**src/rtl/traffic_monitor_pkg.sv**
```systemverilog
// Shared types and constants for the multi-channel AXI traffic monitor.
package traffic_monitor_pkg;

    typedef enum logic [1:0] {
        ST_IDLE  = 2'd0,
        ST_RUN   = 2'd1,
        ST_DRAIN = 2'd2,
        ST_DONE  = 2'd3
    } state_t;

    localparam int NarrowCh = 0;
    localparam int WideCh   = 1;

endpackage

```
**src/rtl/traffic_monitor_chan.sv**
```systemverilog
// Per-channel counters: outstanding reads/writes, cumulative and windowed bytes,
// and a sticky protocol-error flag.
module traffic_monitor_chan
    import traffic_monitor_pkg::*;
#(
    parameter int Bytes      = 8,
    parameter int CntWidth   = 32,
    parameter int OutstWidth = 8
) (
    input  logic                  clk_i,
    input  logic                  rst_i,
    input  logic                  active,
    input  logic                  win_wrap,
    input  logic                  ar_hs,
    input  logic                  r_hs,
    input  logic                  r_last,
    input  logic                  aw_hs,
    input  logic                  w_hs,
    input  logic                  b_hs,
    output logic [OutstWidth-1:0] rd_outst,
    output logic [OutstWidth-1:0] wr_outst,
    output logic [CntWidth-1:0]   rd_bytes,
    output logic [CntWidth-1:0]   wr_bytes,
    output logic [CntWidth-1:0]   win_rd_bytes,
    output logic [CntWidth-1:0]   win_wr_bytes,
    output logic                  err
);

    localparam logic [CntWidth:0]   Beat    = (CntWidth+1)'(Bytes);
    localparam logic [OutstWidth-1:0] OneOut = OutstWidth'(1);

    logic [CntWidth-1:0] rd_acc;
    logic [CntWidth-1:0] wr_acc;
    logic rd_done, rd_inc, rd_dec, wr_inc, wr_dec;
    logic rd_ovf, rd_unf, wr_ovf, wr_unf;

    function automatic logic [CntWidth-1:0] sat_add(input logic [CntWidth-1:0] a, input logic add);
        logic [CntWidth:0] s;
        s = {1'b0, a} + (add ? Beat : '0);
        return s[CntWidth] ? '1 : s[CntWidth-1:0];
    endfunction

    // Simultaneous increment and decrement cancel, so neither can flag an error.
    assign rd_done = r_hs & r_last;
    assign rd_inc  = ar_hs & ~rd_done;
    assign rd_dec  = rd_done & ~ar_hs;
    assign wr_inc  = aw_hs & ~b_hs;
    assign wr_dec  = b_hs & ~aw_hs;
    assign rd_ovf  = rd_inc & (&rd_outst);
    assign rd_unf  = rd_dec & ~(|rd_outst);
    assign wr_ovf  = wr_inc & (&wr_outst);
    assign wr_unf  = wr_dec & ~(|wr_outst);

    always_ff @(posedge clk_i) begin
        if (rst_i) begin
            rd_outst     <= '0;
            wr_outst     <= '0;
            rd_bytes     <= '0;
            wr_bytes     <= '0;
            rd_acc       <= '0;
            wr_acc       <= '0;
            win_rd_bytes <= '0;
            win_wr_bytes <= '0;
            err          <= 1'b0;
        end else if (active) begin
            if (rd_inc && !rd_ovf)
                rd_outst <= rd_outst + OneOut;
            else if (rd_dec && !rd_unf)
                rd_outst <= rd_outst - OneOut;

            if (wr_inc && !wr_ovf)
                wr_outst <= wr_outst + OneOut;
            else if (wr_dec && !wr_unf)
                wr_outst <= wr_outst - OneOut;

            rd_bytes <= sat_add(rd_bytes, r_hs);
            wr_bytes <= sat_add(wr_bytes, w_hs);

            if (win_wrap) begin
                win_rd_bytes <= sat_add(rd_acc, r_hs);
                win_wr_bytes <= sat_add(wr_acc, w_hs);
                rd_acc       <= '0;
                wr_acc       <= '0;
            end else begin
                rd_acc <= sat_add(rd_acc, r_hs);
                wr_acc <= sat_add(wr_acc, w_hs);
            end

            if (rd_ovf || rd_unf || wr_ovf || wr_unf)
                err <= 1'b1;
        end
    end

endmodule

```
**src/rtl/traffic_monitor_multi.sv**
```systemverilog
// Multi-channel AXI traffic monitor: run/drain sequencing, bandwidth window
// timer and drain timeout around NumCh per-channel counter blocks.
//
//   state    | meaning
//   ---------+-----------------------------------------------------------
//   ST_IDLE  | waiting for en_i, counters frozen
//   ST_RUN   | counting traffic, waiting for end_of_sim_i
//   ST_DRAIN | counting, waiting for outstanding to reach zero or timeout
//   ST_DONE  | terminal until reset, counters frozen
module traffic_monitor_multi
    import traffic_monitor_pkg::*;
#(
    parameter int NumCh                = 2,
    parameter int BytesPerBeat [NumCh] = '{8, 64},
    parameter int CntWidth             = 32,
    parameter int OutstWidth           = 8,
    parameter int WindowCycles         = 1024,
    parameter int DrainTimeout         = 65535
) (
    input  logic                           clk_i,
    input  logic                           rst_i,
    input  logic                           en_i,
    input  logic                           end_of_sim_i,
    input  logic [NumCh-1:0]               ar_valid_i,
    input  logic [NumCh-1:0]               ar_ready_i,
    input  logic [NumCh-1:0]               aw_valid_i,
    input  logic [NumCh-1:0]               aw_ready_i,
    input  logic [NumCh-1:0]               w_valid_i,
    input  logic [NumCh-1:0]               w_ready_i,
    input  logic [NumCh-1:0]               b_valid_i,
    input  logic [NumCh-1:0]               b_ready_i,
    input  logic [NumCh-1:0]               r_valid_i,
    input  logic [NumCh-1:0]               r_ready_i,
    input  logic [NumCh-1:0]               r_last_i,
    output logic [NumCh*OutstWidth-1:0]    rd_outst_o,
    output logic [NumCh*OutstWidth-1:0]    wr_outst_o,
    output logic [NumCh*CntWidth-1:0]      rd_bytes_o,
    output logic [NumCh*CntWidth-1:0]      wr_bytes_o,
    output logic [NumCh*CntWidth-1:0]      win_rd_bytes_o,
    output logic [NumCh*CntWidth-1:0]      win_wr_bytes_o,
    output logic                           win_valid_o,
    output logic [1:0]                     state_o,
    output logic                           done_o,
    output logic                           timeout_o,
    output logic [NumCh-1:0]               err_o
);

    localparam int WinW = (WindowCycles > 1) ? $clog2(WindowCycles) : 1;
    localparam int DrW  = (DrainTimeout > 1) ? $clog2(DrainTimeout) : 1;
    localparam logic [WinW-1:0] WinLast = WinW'(WindowCycles - 1);
    localparam logic [DrW-1:0]  DrLast  = DrW'(DrainTimeout - 1);

    state_t          state, state_nxt;
    logic [WinW-1:0] win_cnt;
    logic [DrW-1:0]  drain_cnt;
    logic            active, win_wrap, outst_zero, timeout_set;

    assign active     = (state == ST_RUN) || (state == ST_DRAIN);
    assign win_wrap   = active && (win_cnt == WinLast);
    assign outst_zero = ~(|{rd_outst_o, wr_outst_o});

    always_comb begin
        state_nxt   = state;
        timeout_set = 1'b0;
        case (state)
            ST_IDLE:  if (en_i) state_nxt = ST_RUN;
            ST_RUN:   if (end_of_sim_i) state_nxt = ST_DRAIN;
            ST_DRAIN: begin
                // Drained outstanding wins over an expiring timeout in the same cycle.
                if (outst_zero) begin
                    state_nxt = ST_DONE;
                end else if (drain_cnt == DrLast) begin
                    state_nxt   = ST_DONE;
                    timeout_set = 1'b1;
                end
            end
            ST_DONE:  state_nxt = ST_DONE;
            default:  state_nxt = ST_IDLE;
        endcase
    end

    always_ff @(posedge clk_i) begin
        if (rst_i) begin
            state       <= ST_IDLE;
            win_cnt     <= '0;
            drain_cnt   <= '0;
            win_valid_o <= 1'b0;
            timeout_o   <= 1'b0;
        end else begin
            state       <= state_nxt;
            win_valid_o <= win_wrap;
            if (active)
                win_cnt <= win_wrap ? '0 : win_cnt + WinW'(1);
            if (state == ST_DRAIN)
                drain_cnt <= drain_cnt + DrW'(1);
            else
                drain_cnt <= '0;
            if (timeout_set)
                timeout_o <= 1'b1;
        end
    end

    assign state_o = state;
    assign done_o  = (state == ST_DONE);

    for (genvar c = 0; c < NumCh; c++) begin : g_ch
        traffic_monitor_chan #(
            .Bytes      (BytesPerBeat[c]),
            .CntWidth   (CntWidth),
            .OutstWidth (OutstWidth)
        ) u_chan (
            .clk_i        (clk_i),
            .rst_i        (rst_i),
            .active       (active),
            .win_wrap     (win_wrap),
            .ar_hs        (ar_valid_i[c] & ar_ready_i[c]),
            .r_hs         (r_valid_i[c] & r_ready_i[c]),
            .r_last       (r_last_i[c]),
            .aw_hs        (aw_valid_i[c] & aw_ready_i[c]),
            .w_hs         (w_valid_i[c] & w_ready_i[c]),
            .b_hs         (b_valid_i[c] & b_ready_i[c]),
            .rd_outst     (rd_outst_o[c*OutstWidth +: OutstWidth]),
            .wr_outst     (wr_outst_o[c*OutstWidth +: OutstWidth]),
            .rd_bytes     (rd_bytes_o[c*CntWidth +: CntWidth]),
            .wr_bytes     (wr_bytes_o[c*CntWidth +: CntWidth]),
            .win_rd_bytes (win_rd_bytes_o[c*CntWidth +: CntWidth]),
            .win_wr_bytes (win_wr_bytes_o[c*CntWidth +: CntWidth]),
            .err          (err_o[c])
        );
    end

endmodule

```
**config.mk**
```make
export PLATFORM = sky130hd
export DESIGN_NAME = traffic_monitor_multi
export DESIGN_NICKNAME = d
export VERILOG_FILES = /design/src/rtl/traffic_monitor_pkg.sv /design/src/rtl/traffic_monitor_chan.sv /design/src/rtl/traffic_monitor_multi.sv
export SDC_FILE = /design/constraint.sdc
export NUM_CORES = 1
export LEC_CHECK = 0
export CORE_AREA = 2 2 200 202
export CTS_CLUSTER_DIAMETER = 30
export DETAILED_ROUTE_END_ITERATION = 10
export DIE_AREA = 0 0 202 204
export PLACE_DENSITY_LB_ADDON = 0.2
export SLEW_MARGIN = 15
export SYNTH_ARGS = -nofsm -noshare
export SYNTH_HDL_FRONTEND = slang
export SYNTH_SLANG_ARGS = --single-unit
```
**constraint.sdc**
```tcl
create_clock -name clk_i -period 3.77 [get_ports clk_i]
set_input_delay 0.754 -clock clk_i [delete_from_list [all_inputs] [get_ports clk_i]]
set_output_delay 0.754 -clock clk_i [all_outputs]
set_load 0.03 [all_outputs]
```
==> run metrics <==
status complete, no violations; FF+latch count, synth 434; CTS tree yes; setup violators final 0; CP Class input pin to register; Worst R2R Path Depth 7; CTS max path bufs 3; GR Util All Layers 0.295; DRC 0; Clock Skew 33.1 ps; ys async rst share 0; Area Growth Syn to Fin 34.2%; # IOs approximately 320; Syn Area/Cell ~8.3 µm²; final instance area about 29000 µm²; Hold Violations, Final 0; Worst-Margin Slew 1060 ps; Vias approximately 21000; ys flop type dfxtp_1; Die H around 200 µm; Syn Nets about 2600; H-tree levels 3; DP Area around 25000 µm²; fin crit share 0.817; CP arrival ~3600 ps; row cnt 73; hold_ws between 400 and 500 ps; Die ar. approximately 41000 µm²; placeable core region roughly 39000 µm²; Worst EP required between 4000 and 5000 ps; die width a little over 200 µm; Ys Warns 0; clock root buffer clkbuf_16; initial antenna violation count 1; Detail Route Antenna Nets 0; RSZ-0062 raised after global routing no; Setup TNS 0 ps; Max Slew Vio Count 0; placed insts between 3000 and 4000; first-pass GRT wire length between 100000 and 150000 µm; initial drt markers 1405; Initial Util 0.542; final WL 62200 µm; number of global-route vias before repair about 20000; number of flops mapped to enable cells by yosys 0; maximum VDD drop 0.397 mV; postcts setup bufs 0; CP Max Fanout 28; Reg2Reg Launch Point state_o[0]; routability cong. 0.910; vias per std cell approximately 6.0; dpl hpwl 41300 µm; Worst-path clk slew ~50 ps; cts-stage hold buffer count 0; grt ovf 0; register area share after synthesis 0.409; worst skew pair latency 620 ps; quantity of gates resized following cts 0; Max Cap Violations 0; hold path startpoint g_ch[0].u_chan.err; CP endpoint kind register; first drt pass iteration count 5; post-route insts no fill approximately 3500; power per cell area around 620 nW/µm²; fmax between 300 and 400 MHz; Final Critical Period between 3000 and 4000 ps; mapped cell area roughly 21000 µm²; Sink Count about 430; worst reg2reg setup slack 850 ps; nets@finish between 2000 and 3000; Inserted Clock Buffers 97; crit start category input pin; Worst slew margin 0.285; I/O Buffers 320; Worst setup endpoint g_ch[1].u_chan.wr_acc[13]; worst hold-check path type register to register; Netlist cell types 78; synthesized instance count about 2600; start point of the critical path w_valid_i[1]; Avg WL per Cell ~18 µm; Pleak 10.1 nW; ratio of cells with drive above 1 in the final layout 0.0987; R2R Path End g_ch[1].u_chan.win_wr_bytes[30]; largest net degree at the start of global routing 141
[cell families (layout without fill, tap and decap cells)]
kind of cell / count (synthesis) / after routing / share of synthesized area
flops: 434 / 434 / 0.409
compound gates: 716 / 716 / 0.207
mux: 30 / 30 / 0.0145
simple gates: 898 / 898 / 0.217
buf+inv: 244 / 621 / 0.0485
fa+ha+maj: 52 / 52 / 0.0320
other cells: 0 / 1 / 0
xor+xnor: 177 / 177 / 0.0730
[power by group]
part	switching [mW]	internal, mW	total (mW)
combinational	2.07	1.15	3.22
clock	2.87	6.58	9.45
sequential	0.213	4.76	4.98
[synth_stat cells (25+ instances only)]
| cell type | number | area (µm²) |
|---|---|---|
| nor2_1 | 201 | 754 |
| nor3_1 | 111 | 556 |
| dfxtp_1 | 434 | 8690 |
| clkbuf_1 | 119 | 447 |
| o21ai_0 | 211 | 1060 |
| nand2_1 | 171 | 642 |
| and2_1 | 26 | 163 |
| buf_2 | 25 | 125 |
| inv_1 | 64 | 240 |
| and4_1 | 39 | 342 |
| nand3_1 | 111 | 556 |
| xor2_1 | 61 | 534 |
| nor4_1 | 39 | 244 |
| a21oi_1 | 228 | 1140 |
| ha_1 | 48 | 601 |
| xnor2_1 | 116 | 1020 |
| and3_1 | 58 | 363 |
| a211oi_1 | 27 | 203 |
| nand4_1 | 66 | 413 |
| a31oi_1 | 74 | 463 |
[metrics by stage]
stage                     worst slack, ps  total power, mW  utilization
final                                 691             17.6        0.728
after floorplan                       733             7.21            -
after CTS                             700             17.7        0.728
after global routing                  525             18.3        0.728
after global placement                233             8.13        0.633
after detailed placement             72.7             8.22        0.633
[critical path, stage by stage]
cell and delay (ps):
clkdlybuf4s50_1 440, and2_1 220, ha_1 240, ha_1 260, and3_1 220, buf_4 150, nand3_1 140, nor3_4 220
buf_4 320, o21ai_0 140, a2111oi_0 430
[cells in the final DEF (no fill, tap or decap), types with 10 or more instances in the layout]
cell and instances:
dfxtp_1 434, clkdlybuf4s50_1 319, a21oi_1 228, o21ai_0 211
nor2_1 199, nand2_1 171, xnor2_1 116, nand3_1 110
nor3_1 109, clkbuf_16 99, a31oi_1 74, nand4_1 66
inv_1 64, xor2_1 61, and3_1 58, buf_4 49
ha_1 47, nor4_1 39, and4_1 39, a211oi_1 27
and2_1 26, mux2i_1 23, bufinv_16 23, or3_1 20
a21o_1 18, o21a_1 16, o221a_2 15, clkinv_2 14
o211ai_1 13, inv_6 13, a22o_1 10
[cell type report]
cell class,instances,area (µm²)
flip-flops and latches,434,8690
well taps,525,657
multi-input cells,1873,11600
clock inverters,73,1110
clock buffers,111,2600
fillers,2917,10700
inverters,66,249
diodes,1,2.50
repair buffers,371,3610
[worst min-delay path by stage]
stage                          to  slack, ps  cells after the start
2_1_floorplan  g_ch[0].u_chan.err        430                      2
3_3_place_gp   g_ch[0].u_chan.err        440                      2
3_5_place_dp   g_ch[0].u_chan.err        450                      2
4_1_cts        g_ch[0].u_chan.err        450                      2
5_1_grt        g_ch[0].u_chan.err        480                      2
6_report       g_ch[0].u_chan.err        450                      2
[registers in the layout, summed over array words and instances, names as in the netlist, 2 cells and up]
register and count:
g_ch.u_chan.win_rd_bytes 64, g_ch.u_chan.wr_acc 64, g_ch.u_chan.err 2, state_o 2, win_cnt 10, g_ch.u_chan.wr_bytes 57, g_ch.u_chan.wr_outst 16, drain_cnt 16
g_ch.u_chan.rd_acc 64, g_ch.u_chan.rd_bytes 57, g_ch.u_chan.rd_outst 16, g_ch.u_chan.win_wr_bytes 64
[metal layers]
layer | share of wire | global-route usage | vias to the layer above
met5 | 0 | 0 | -
met4 | 0.034 | 0.135 | 0
met3 | 0.081 | 0.0740 | 143
met2 | 0.47 | 0.493 | 728
met1 | 0.42 | 0.359 | 9842
li1 | - | - | 9953
No activity file was read; power rests on OpenSTA's default activity.
